===== src/rtl/free_list_if.sv =====
// free_list_if: rename/commit/branch handshake bundle for the physical register free list
interface free_list_if #(
  parameter int NUM_PREGS = 128,
  parameter int NUM_CKPT  = 4
);
  localparam int PW = $clog2(NUM_PREGS);
  localparam int TW = $clog2(NUM_CKPT);
  logic          alloc_req;
  logic          alloc_grant;
  logic [PW-1:0] pd_new;
  logic          empty;
  logic [PW:0]   free_count;
  logic          free_en;
  logic [PW-1:0] free_pd;
  logic          branch;
  logic [TW-1:0] branch_tag;
  logic          mispredict;
  logic [TW-1:0] mispredict_tag;
  logic          overflow_err;
  modport master (
    output alloc_req, free_en, free_pd, branch, branch_tag, mispredict, mispredict_tag,
    input  alloc_grant, pd_new, empty, free_count, overflow_err
  );
  modport slave (
    input  alloc_req, free_en, free_pd, branch, branch_tag, mispredict, mispredict_tag,
    output alloc_grant, pd_new, empty, free_count, overflow_err
  );
endinterface


===== src/rtl/free_list.sv =====
// free_list: circular free list of physical registers with branch checkpoints of the head
module free_list #(
  parameter int NUM_PREGS = 128,
  parameter int NUM_AREGS = 32,
  parameter int NUM_CKPT  = 4
) (
  input logic       clk,
  input logic       reset,
  free_list_if.slave fl
);
  localparam int PW = $clog2(NUM_PREGS);
  logic [PW-1:0] r_mem [NUM_PREGS];
  logic [PW:0]   r_head;
  logic [PW:0]   r_tail;
  logic [PW:0]   r_ckpt [NUM_CKPT];
  logic          r_ovf;
  logic [PW:0]   w_count;
  logic          w_full;
  logic          w_grant;
  logic          w_push;
  assign w_count        = r_tail - r_head;
  assign w_full         = w_count == (PW+1)'(NUM_PREGS);
  assign w_grant        = fl.alloc_req & ~fl.empty & ~fl.branch & ~fl.mispredict;
  assign w_push         = fl.free_en & ~w_full;
  assign fl.empty       = w_count == '0;
  assign fl.free_count  = w_count;
  assign fl.alloc_grant = w_grant;
  assign fl.pd_new      = r_mem[r_head[PW-1:0]];
  assign fl.overflow_err = r_ovf;
  // storage: registers beyond the architectural ones start free; committed frees land at the tail
  always_ff @(posedge clk or negedge reset) begin
    if (!reset) begin
      for (int i = 0; i < NUM_PREGS; i++)
        r_mem[i] <= (i < NUM_PREGS - NUM_AREGS) ? PW'(i + NUM_AREGS) : '0;
    end else if (w_push) begin
      r_mem[r_tail[PW-1:0]] <= fl.free_pd;
    end
  end
  // pointers: mispredict restore wins over allocation; frees always proceed unless the list is full
  always_ff @(posedge clk or negedge reset) begin
    if (!reset) begin
      r_head <= '0;
      r_tail <= (PW+1)'(NUM_PREGS - NUM_AREGS);
      r_ovf  <= 1'b0;
    end else begin
      r_head <= fl.mispredict ? r_ckpt[fl.mispredict_tag] : r_head + (PW+1)'(w_grant);
      r_tail <= r_tail + (PW+1)'(w_push);
      r_ovf  <= r_ovf | (fl.free_en & w_full);
    end
  end
  // checkpoints: capture the pre-edge head on a branch that is not being squashed
  always_ff @(posedge clk or negedge reset) begin
    if (!reset) begin
      for (int i = 0; i < NUM_CKPT; i++)
        r_ckpt[i] <= '0;
    end else if (fl.branch && !fl.mispredict) begin
      r_ckpt[fl.branch_tag] <= r_head;
    end
  end
endmodule


===== src/flat_wrapper.sv =====
// flat-port wrapper written by rule: the top's interface ports become plain ports
module free_list_flat 
#(
  parameter int NUM_PREGS = 128,
  parameter int NUM_AREGS = 32,
  parameter int NUM_CKPT  = 4
)
  (clk, reset, fl_alloc_req, fl_free_en, fl_free_pd, fl_branch, fl_branch_tag, fl_mispredict, fl_mispredict_tag, fl_alloc_grant, fl_pd_new, fl_empty, fl_free_count, fl_overflow_err);
  free_list_if #(.NUM_PREGS(NUM_PREGS), .NUM_CKPT(NUM_CKPT)) fl_i ();
  input logic clk;
  input logic reset;
  input wire logic [$bits(fl_i.alloc_req)-1:0] fl_alloc_req;
  input wire logic [$bits(fl_i.free_en)-1:0] fl_free_en;
  input wire logic [$bits(fl_i.free_pd)-1:0] fl_free_pd;
  input wire logic [$bits(fl_i.branch)-1:0] fl_branch;
  input wire logic [$bits(fl_i.branch_tag)-1:0] fl_branch_tag;
  input wire logic [$bits(fl_i.mispredict)-1:0] fl_mispredict;
  input wire logic [$bits(fl_i.mispredict_tag)-1:0] fl_mispredict_tag;
  output wire logic [$bits(fl_i.alloc_grant)-1:0] fl_alloc_grant;
  output wire logic [$bits(fl_i.pd_new)-1:0] fl_pd_new;
  output wire logic [$bits(fl_i.empty)-1:0] fl_empty;
  output wire logic [$bits(fl_i.free_count)-1:0] fl_free_count;
  output wire logic [$bits(fl_i.overflow_err)-1:0] fl_overflow_err;
  assign fl_i.alloc_req = fl_alloc_req;
  assign fl_i.free_en = fl_free_en;
  assign fl_i.free_pd = fl_free_pd;
  assign fl_i.branch = fl_branch;
  assign fl_i.branch_tag = fl_branch_tag;
  assign fl_i.mispredict = fl_mispredict;
  assign fl_i.mispredict_tag = fl_mispredict_tag;
  assign fl_alloc_grant = fl_i.alloc_grant;
  assign fl_pd_new = fl_i.pd_new;
  assign fl_empty = fl_i.empty;
  assign fl_free_count = fl_i.free_count;
  assign fl_overflow_err = fl_i.overflow_err;
  free_list #(.NUM_PREGS(NUM_PREGS), .NUM_AREGS(NUM_AREGS), .NUM_CKPT(NUM_CKPT)) u_core (.clk(clk), .reset(reset), .fl(fl_i));
endmodule

===== config.mk =====
export PLATFORM = sky130hd
export DESIGN_NAME = free_list_flat
export DESIGN_NICKNAME = d
export VERILOG_FILES = /design/src/rtl/free_list_if.sv /design/src/rtl/free_list.sv /design/src/flat_wrapper.sv
export SDC_FILE = /design/constraint.sdc
export NUM_CORES = 1
export LEC_CHECK = 0
export CAP_MARGIN = 10
export CORE_MARGIN = 1
export CORE_UTILIZATION = 25
export DETAILED_ROUTE_END_ITERATION = 7
export HOLD_SLACK_MARGIN = 0.15
export PLACE_DENSITY = 0.38
export SLEW_MARGIN = 15
export SYNTH_ARGS = -nofsm -noshare
export SYNTH_HDL_FRONTEND = slang
export SYNTH_SLANG_ARGS = --single-unit

===== constraint.sdc =====
create_clock -name clk -period 5.9 [get_ports clk]
set_input_delay 1.18 -clock clk [delete_from_list [all_inputs] [get_ports clk]]
set_output_delay 1.18 -clock clk [all_outputs]
set_load 0.03 [all_outputs]

* Word-level counts from Yosys, hierarchy flattened
Cells that the tools add are included.
** Word-level totals
- Bits in registers :: 945
- Input port bits :: 17
- Word-level logic and storage cells :: 177
** Operators by class
- Add/sub/neg operators :: 3
- Magnitude comparators :: 6
- Equality and inequality tests :: 1
- Multiplexer cells :: 13
- Bitwise logic cells :: 14
- Reductions and logical operators :: 5
** Operators with widths (count)
- bitwise mux 896 bit :: 1
- binary-select mux 7 bit (select 7 bit) :: 1
- demux 7 bit (select 7 bit) :: 1
- bitwise mux 32 bit :: 1
- 2-to-1 mux 8 bit :: 4
- 2-to-1 mux 7 bit :: 3
- adder 8 x 1 -> 8 bit :: 2
- binary-select mux 8 bit (select 2 bit) :: 1
- demux 8 bit (select 2 bit) :: 1
- greater-or-equal comparator 8 bit, second input constant :: 2
- NOT 7 -> 8 bit :: 2
- equality test 8 bit, second input constant :: 1
- zero test 8 bit :: 1
- < comparator 8 x 1 -> 1 bit, second input constant :: 1
- subtractor 8 bit :: 1
- greater-or-equal comparator 3 bit, second input constant :: 2
- NOT 2 -> 3 bit :: 2
- bitwise AND 1 bit :: 5
- NOT 1 bit :: 4
- logical AND 1 bit :: 3
- < comparator 3 x 1 -> 1 bit, second input constant :: 1
- zero test 1 bit :: 1
- bitwise OR 1 bit :: 1

* Longest topological paths before layout
Gate-level depths: netlist of the first run.
- Word-level depth :: 8
- Depth in mapped cells :: 20
- Mapped depth without buffers :: 16

* Worst setup path before layout of the first run
OpenSTA, ideal clock, no wires.
- Kind :: register to register
- Start point :: register u_core.r_head[2]
- End point :: register u_core.r_head[7]
- Setup time :: 0.083 ns
- Arrival :: 5.543 ns
- Data required time :: 5.817 ns
- Setup slack :: 0.274 ns
- Cell stages (with the launch flop) :: 19
- Buffers on the path :: 5
- Clock period less this slack :: 5.626 ns
- Cells stage by stage :: dfrtp_1 > buf_2 > inv_2 > buf_1 > ha_1 > xor2_1 > nor4b_1 > mux2i_1 > a2111oi_2 > buf_2 > buf_8 > buf_12 > nor2b_1 > nor4b_1 > ha_1 > inv_1 > or4_1 > xor2_1 > o21ai_0
** On the way
- Word-level cells in the longest chain between the ends :: 8
** Ends and longest elaborated chain
- start: declaration :: RTL line free_list.sv:13 : logic [PW:0] r_head;
- start signal: assignment :: RTL line free_list.sv:46 : r_head <= fl.mispredict ? r_ckpt[fl.mispredict_tag] : r_head + (PW+1)'(w_grant);
- subtractor 8 bit :: RTL line free_list.sv:21 : assign w_count = r_tail - r_head;
- named net fl_free_count[2] :: RTL line flat_wrapper.sv:22 : output wire logic [$bits(fl_i.free_count)-1:0] fl_free_count;
- zero test 8 bit :: RTL line free_list.sv:25 : assign fl.empty = w_count == '0;
- named net fl_empty :: RTL line flat_wrapper.sv:21 : output wire logic [$bits(fl_i.empty)-1:0] fl_empty;
- NOT 1 bit :: RTL line free_list.sv:23 : assign w_grant = fl.alloc_req & ~fl.empty & ~fl.branch & ~fl.mispredict;
- bitwise AND 1 bit (3 in series) :: RTL line free_list.sv:23
- named net fl_alloc_grant :: RTL line flat_wrapper.sv:19 : output wire logic [$bits(fl_i.alloc_grant)-1:0] fl_alloc_grant;
- adder 8 x 1 -> 8 bit :: RTL line free_list.sv:46
- 2-to-1 mux 8 bit :: RTL line free_list.sv:46
The timed path passes the listed nets, and every way through them passes these cells.
A chain may end at the register's enable or synchronous reset.

* Worst setup path after layout of the first run
- Start point :: register u_core.r_head[3]
- End point :: output port fl_pd_new[0]
** On the way
- Word-level cells in the longest chain between the ends :: 4
** Ends and longest elaborated chain
- NOT 7 -> 8 bit (not written as such) :: RTL line free_list.sv:28 : assign fl.pd_new = r_mem[r_head[PW-1:0]];
- binary-select mux 7 bit (select 7 bit) :: RTL line free_list.sv:28
- 2-to-1 mux 7 bit (not written as such) (2 in series) :: RTL line free_list.sv:28
- end: declaration :: RTL line flat_wrapper.sv:20 : output wire logic [$bits(fl_i.pd_new)-1:0] fl_pd_new;
No other way between the ends. The select of a mux whose other input is x is not followed.

==> results of run 1 <==
==> critical path: cells and delay by family, from the launching register on <==
| kind | cells | cell delay [ns] |
|---|---|---|
| AO/OA/AOI/OAI | 3 | 1.80 |
| AND/OR/NAND/NOR | 1 | 0.66 |
| flip-flops | 1 | 0.65 |
| buffers and inverters | 2 | 0.63 |
==> worst min path at each step <==
stage / slack, ns / end / cells past startpoint
floorplan: 0.44 / u_core.r_ckpt[1] / 2
global placement: 0.47 / u_core.r_ckpt[6] / 2
detailed placement: 0.48 / u_core.r_ckpt[6] / 2
CTS: 0.49 / u_core.r_ckpt[6] / 2
global route: 0.51 / u_core.r_mem[385] / 1
finish: 0.49 / u_core.r_ckpt[6] / 2
==> Yosys cell counts, types with 19 or more instances <==
library cell  count
a2111oi_4        51
dfstp_2         370
a21oi_2          58
nand3_1          48
a22oi_1          37
o21ai_0          27
nand2_1          70
a21oi_4          19
clkbuf_1        167
mux4_2          180
nor2_1           30
mux2_2          794
mux2i_1         119
a211oi_1         40
dfrtp_1         575
mux2_4          133
buf_2            52
a21oi_1          27
==> logic make-up (layout without fill, tap and decap cells) <==
family	count (synthesis)	in the layout	synth area share, %
XOR/XNOR	16	16	0.300
buffers and inverters	267	369	2.67
multiplexers	1226	1226	34.6
other	0	5	0
flip-flops	945	945	51.6
adder cells (fa/ha/maj)	12	12	0.337
AO/OA/AOI/OAI	347	347	8.09
AND/OR/NAND/NOR	224	224	2.42
==> flip-flops by register name (all words and copies together), names as in the netlist <==
signal                  cells
u_core.fl.overflow_err      1
u_core.r_mem              896
u_core.r_tail               8
u_core.r_ckpt              32
u_core.r_head               8
==> power groups by stage <==
stage	clock network, mW	registers [mW]	logic (mW)
5_1_grt	7.85	8.88	8.73
3_3_place_gp	0	8.74	8.36
2_1_floorplan	0	8.46	5.53
4_1_cts	7.58	8.71	8.47
3_5_place_dp	0	8.82	8.46
6_report	7.34	8.71	8.32
==> per-layer routing <==
metal	vias to the layer above	track usage (%)	routed length [um]
li1	11500	-	-
met1	14700	21.6	68100
met2	403	26.7	73200
met3	179	1.88	4120
met4	0	5.22	4510
met5	-	0	0
==> through the flow <==
stage                     total power [mW]  cell area [um^2]  utilization [%]
after CTS                             24.8             54100             29.2
after global routing                  25.5             54100             29.2
after detailed placement              17.3             50200             27.0
after global placement                17.1             50100             27.0
after floorplan                       14.0             46800                -
final                                 24.4             54200             29.2
==> final cells by class <==
class	count	area (um^2)
Multi-Input combinational cell	1825	21500
Inverter	11	43.8
Antenna cell	5	12.5
Fill cell	18300	131000
Clock inverter	38	468
Timing Repair Buffer	136	1370
Tap cell	2480	3100
Sequential cell	945	24100
Clock buffer	184	3520
==> impl_metrics.py, run 1 <==
metrics = {
    "status": {
        "status": "finished clean",
    },
    "synth": {
        "ys_ff_latch": 945,
        "synth.distinct_cells": 66,
        "yosysWarnings": 0,
        "yosys.area.top_type_share_pct": 30.8,
        "async_flop_share_pct": 100,
        "synth_area_um2": 46800,
        "synthesis.nets": 3066,
        "synth_top_area_cell": "dfrtp_1",
        "synth_area_per_cell_um2": 15.4,
        "synth-edff-count": 0,
        "ys.flop_type": "dfrtp_1",
        "yosysSeqAreaShare_pct": 51.6,
        "yosys-top-cells-area": "dfrtp_1, dfstp_2, mux2_2",
        "syn-instance-count": 3037,
    },
    "clocking": {
        "clk_path_buf_depth": 3,
        "clkTransAtPathRegs_ns": 0.06,
        "cts_tree": "built",
        "post_cts_buffers": 0,
        "numCtsBuffers": 116,
        "cts.sinks": 945,
        "holdBufCountCts": 0,
        "ctsResizeCount": 1,
        "clk-insertion-delay-late_ns": 0.75,
        "cts_root_buf": "clkbuf_16",
        "h-tree-depth": 3,
    },
    "timing": {
        "fin_skew_ns": 0.0418,
        "fin_ws_ns": 0.222,
        "setup_viol": 0,
        "max_freq_mhz": 176,
        "rsz0062_at_grt": "false",
        "finalHoldViolations": 0,
        "hold_slack_ns": 0.490,
        "tightestPinTransition_ns": 1.26,
        "finalCritPeriodShare_pct": 96.2,
        "fin_crit_ns": 5.68,
        "finalSetupTns_ns": 0,
        "drv_slew": 0,
        "slew_headroom_pct": 15.6,
    },
    "floorplan": {
        "fp.dieW_um": 434,
        "die_area_um2": 189000,
        "rows": 158,
        "io_pins": 35,
        "fp.coreArea_um2": 186000,
        "initial_utilization_pct": 25.2,
        "die_y_um": 434,
    },
    "grt": {
        "grt_max_degree": 133,
        "grt_usage_pct": 16.0,
        "grt_pass1_wl_um": 220000,
        "grt_pass1_vias": 29300,
        "grt.overflow.total": 0,
        "antenna_found_initial": 5,
    },
    "place": {
        "hpwl_um": 98000,
        "gp_congestion": 0.791,
        "dp.cells": 5397,
        "numPortBuffers": 34,
        "pre_cts_ws_ns": 0.823,
    },
    "worst_setup_path": {
        "path_cells": "nor2b_4 > buf_4 > a22oi_1 > a211oi_1 > o32a_1 > buf_12",
        "critical_path_arrival_ns": 4.50,
        "reg2reg_from": "u_core.r_head[0]",
        "crit_slowest_cell": "a211oi_1",
        "critPathCapture": "fl_pd_new[0]",
        "startpoint": "u_core.r_head[3]",
        "critPathMaxStageDelay_ns": 1.07,
        "reg2reg_slack_ns": 1.30,
        "crit_required_ns": 4.72,
        "r2r_cells": 15,
        "end_kind": "primary output",
        "cp_max_fo": 13,
        "worstSetupPathType": "flip-flop to primary output",
        "startpoint_type": "flip-flop",
        "worstReg2RegEnd": "u_core.r_head[7]",
    },
    "detailed_routing": {
        "vias": 26800,
        "wl_per_cell_um": 26.6,
        "viasPerCell": 4.76,
        "first_iter_violations": 1401,
        "wl_um": 150000,
        "dr.pass1.iters": 5,
        "ant_nets": 0,
        "post-route-drc-count": 0,
    },
    "power": {
        "worst_ir_drop_vdd_uv": 924,
        "leakagePower_nw": 21.8,
        "p_seq_share_pct": 35.8,
        "switching_share_pct": 36.0,
        "comb_power_share_pct": 34.1,
        "p_sw_mw": 8.78,
        "p_int_mw": 15.6,
        "clockPowerShare_pct": 30.1,
        "p_per_area_nw_per_um2": 450,
    },
    "finish": {
        "layout_common_cells": "mux2_2, dfrtp_1, dfstp_2",
        "layout.nets": 3064,
        "final_cell_count_no_fill": 5624,
        "final_common_cell": "mux2_2",
        "syn_to_final_growth_pct": 15.8,
        "drive_gt1_share_pct": 61.9,
    },
    "hold_path": {
        "worstHoldPathType": "flip-flop to flip-flop",
        "holdCritStartpoint": "u_core.r_ckpt[6]",
    },
    "job": {
        "cap_violations": 0,
    },
}
Power figures use the tool's default switching activity.
==> run 2, diff against run 1 <==
--- a/config.mk
+++ b/config.mk
@@ -6,6 +6,7 @@
 export NUM_CORES = 1
 export LEC_CHECK = 0
 export CAP_MARGIN = 10
+export CORE_ASPECT_RATIO = 0.7
 export CORE_MARGIN = 1
 export CORE_UTILIZATION = 25
 export DETAILED_ROUTE_END_ITERATION = 7
==> run 2 against run 1 <==
The run now ends with DRC left. Utilization barely moved. Fmax decreased by 3.6%. Flip-flop and latch count is the same. Largest cell class unchanged.
==> impl_metrics.py, run 2 (synthesized netlist as in run 1, its figures left out) <==
metrics = {
    "status": {
        "status": "finished, violations left",
        "failed_checks": "DRC",
    },
    "finish": {
        "syn_to_final_growth_pct": 15.5,
        "final_cell_area_um2": 54000,
        "top_regs": "u_core.r_mem (896), u_core.r_ckpt (32)",
        "postLayoutCoreUtil_pct": 29.1,
        "final_common_cell": "mux2_2",
        "drive_gt1_share_pct": 61.6,
        "layout.nets": 3069,
        "regMostFlops": "u_core.r_mem",
        "largest_reg_flops": 896,
        "nFillCells": 18400,
        "layout_common_cells": "mux2_2, dfrtp_1, dfstp_2",
    },
    "grt": {
        "grt_pass1_vias": 29400,
        "antenna_found_initial": 10,
        "grt_pass1_wl_um": 225000,
        "grt_max_degree": 141,
        "grt.overflow.total": 0,
        "grt_usage_pct": 16.4,
    },
    "detailed_routing": {
        "post-route-drc-count": 10,
        "wl_um": 154000,
        "ant_nets": 0,
        "dr.pass1.iters": 7,
        "first_iter_violations": 1705,
        "vias": 27300,
        "viasPerCell": 4.87,
        "wl_per_cell_um": 27.5,
    },
    "timing": {
        "setup_viol": 0,
        "slew_headroom_pct": 7.11,
        "finalCritPeriodShare_pct": 99.9,
        "tightestPinTransition_ns": 1.39,
        "rsz0062_at_grt": "false",
        "fin_crit_ns": 5.89,
        "fin_skew_ns": 0.0343,
        "drv_slew": 0,
        "finalHoldViolations": 0,
        "max_freq_mhz": 170,
        "finalSetupTns_ns": 0,
    },
    "power": {
        "comb_power_share_pct": 34.3,
        "p_per_area_nw_per_um2": 448,
        "p_sw_mw": 8.81,
        "clockPowerShare_pct": 29.5,
        "switching_share_pct": 36.4,
        "p_seq_share_pct": 36.1,
        "leakagePower_nw": 21.7,
        "worst_ir_drop_vdd_uv": 930,
        "p_int_mw": 15.4,
    },
    "clocking": {
        "numCtsBuffers": 106,
        "cts_tree": "built",
        "clk_path_buf_depth": 3,
        "clkTransAtPathRegs_ns": 0.06,
        "cts_root_buf": "clkbuf_16",
        "cts.sinks": 945,
        "holdBufCountCts": 0,
        "post_cts_buffers": 0,
        "clk-insertion-delay-late_ns": 0.75,
        "ctsResizeCount": 1,
        "h-tree-depth": 3,
    },
    "floorplan": {
        "fp.coreArea_um2": 185000,
        "rows": 132,
        "fp.dieW_um": 519,
        "die_area_um2": 189000,
        "initial_utilization_pct": 25.2,
        "die_y_um": 364,
        "io_pins": 35,
    },
    "worst_setup_path": {
        "cp_max_fo": 20,
        "crit_required_ns": 4.72,
        "crit_slowest_cell": "a221oi_1",
        "startpoint_type": "flip-flop",
        "worstSetupPathType": "flip-flop to primary output",
        "critPathMaxStageDelay_ns": 1.16,
        "path_cells": "buf_12 > buf_12 > mux4_2 > a221oi_1 > a211oi_1 > buf_4 > o32a_1 > buf_4",
        "critical_path_arrival_ns": 4.71,
        "end_kind": "primary output",
    },
    "hold_path": {
        "worstHoldPathType": "input port to asynchronous set/reset pin",
    },
    "place": {
        "gp_congestion": 0.795,
        "dpl_cell_area_um2": 50200,
        "hpwl_um": 102000,
        "numPortBuffers": 34,
    },
    "job": {
        "cap_violations": 0,
    },
}
[run 2: cell type report]
| type | instances | area, um^2 | share of cell area [%] |
|---|---|---|---|
| antenna | 2 | 5.00 | 0.00927 |
| clock buffer | 167 | 3190 | 5.90 |
| clock inverter | 35 | 531 | 0.982 |
| inverter | 11 | 43.8 | 0.0811 |
| multi-input combinational | 1825 | 21500 | 39.8 |
| sequential | 945 | 24100 | 44.7 |
| tap | 2479 | 3100 | 5.74 |
| timing repair buffer | 151 | 1500 | 2.78 |
[run 2: per-stage QoR]
stage / std cells / hold slack (ns) / total power, mW / setup slack (ns)
2_1_floorplan: 3037 / 0.445 / 14.0 / 0.274
3_3_place_gp: 5410 / 0.459 / 17.1 / 0.724
3_5_place_dp: 5410 / 0.465 / 17.2 / 0.784
4_1_cts: 5612 / 0.483 / 24.5 / 0.0412
5_1_grt: 5613 / 0.502 / 25.3 / 0.0244
6_report: 5615 / 0.477 / 24.2 / 0.00764
[run 2: worst paths after layout]
kind / from / end / slack, ns / cells after the start
max: u_core.r_head[0] / fl_pd_new[0] / 0.008 / 8
min: reset / u_core.r_mem[470] / 0.48 / 1
max reg2reg: u_core.r_head[1] / u_core.r_head[7] / 1.13 / 13
min reg2reg: u_core.r_ckpt[6] / u_core.r_ckpt[6] / 0.49 / 2
max in group asynchronous: reset / u_core.r_mem[679] / 3.86 / 2
min in group clk: u_core.r_ckpt[6] / u_core.r_ckpt[6] / 0.49 / 2
[run 2: power by group through the flow]
stage	clock (mW)	combinational [mW]	sequential, mW
after floorplan	0	5.53	8.46
after CTS	7.38	8.42	8.73
after global routing	7.63	8.76	8.89
after global placement	0	8.31	8.75
final	7.15	8.31	8.73
after detailed placement	0	8.40	8.83
[run 2: per-layer routing]
| metal | up-vias | GRT usage, % | share of wire (%) |
|---|---|---|---|
| met1 | 15200 | 25.6 | 53 |
| met4 | 2 | 3.68 | 1.9 |
| met5 | - | 0 | 0.012 |
| met2 | 488 | 23.2 | 41 |
| met3 | 157 | 2.68 | 4.0 |
| li1 | 11500 | - | - |
[run 2: critical path: cells and delay by family (launching register included)]
family / cells / cell delay, ns
flip-flops: 1 / 0.72
AO/OA/AOI/OAI: 3 / 1.71
buffers and inverters: 4 / 0.94
multiplexers: 1 / 0.54
==> run 3, diff against run 2 <==
--- a/config.mk
+++ b/config.mk
@@ -5,7 +5,6 @@
 export SDC_FILE = /design/constraint.sdc
 export NUM_CORES = 1
 export LEC_CHECK = 0
-export CAP_MARGIN = 10
 export CORE_ASPECT_RATIO = 0.7
 export CORE_MARGIN = 1
 export CORE_UTILIZATION = 25
==> results of run 3 <==
The final DEF is identical to that of run 2; final timing and power are the same.
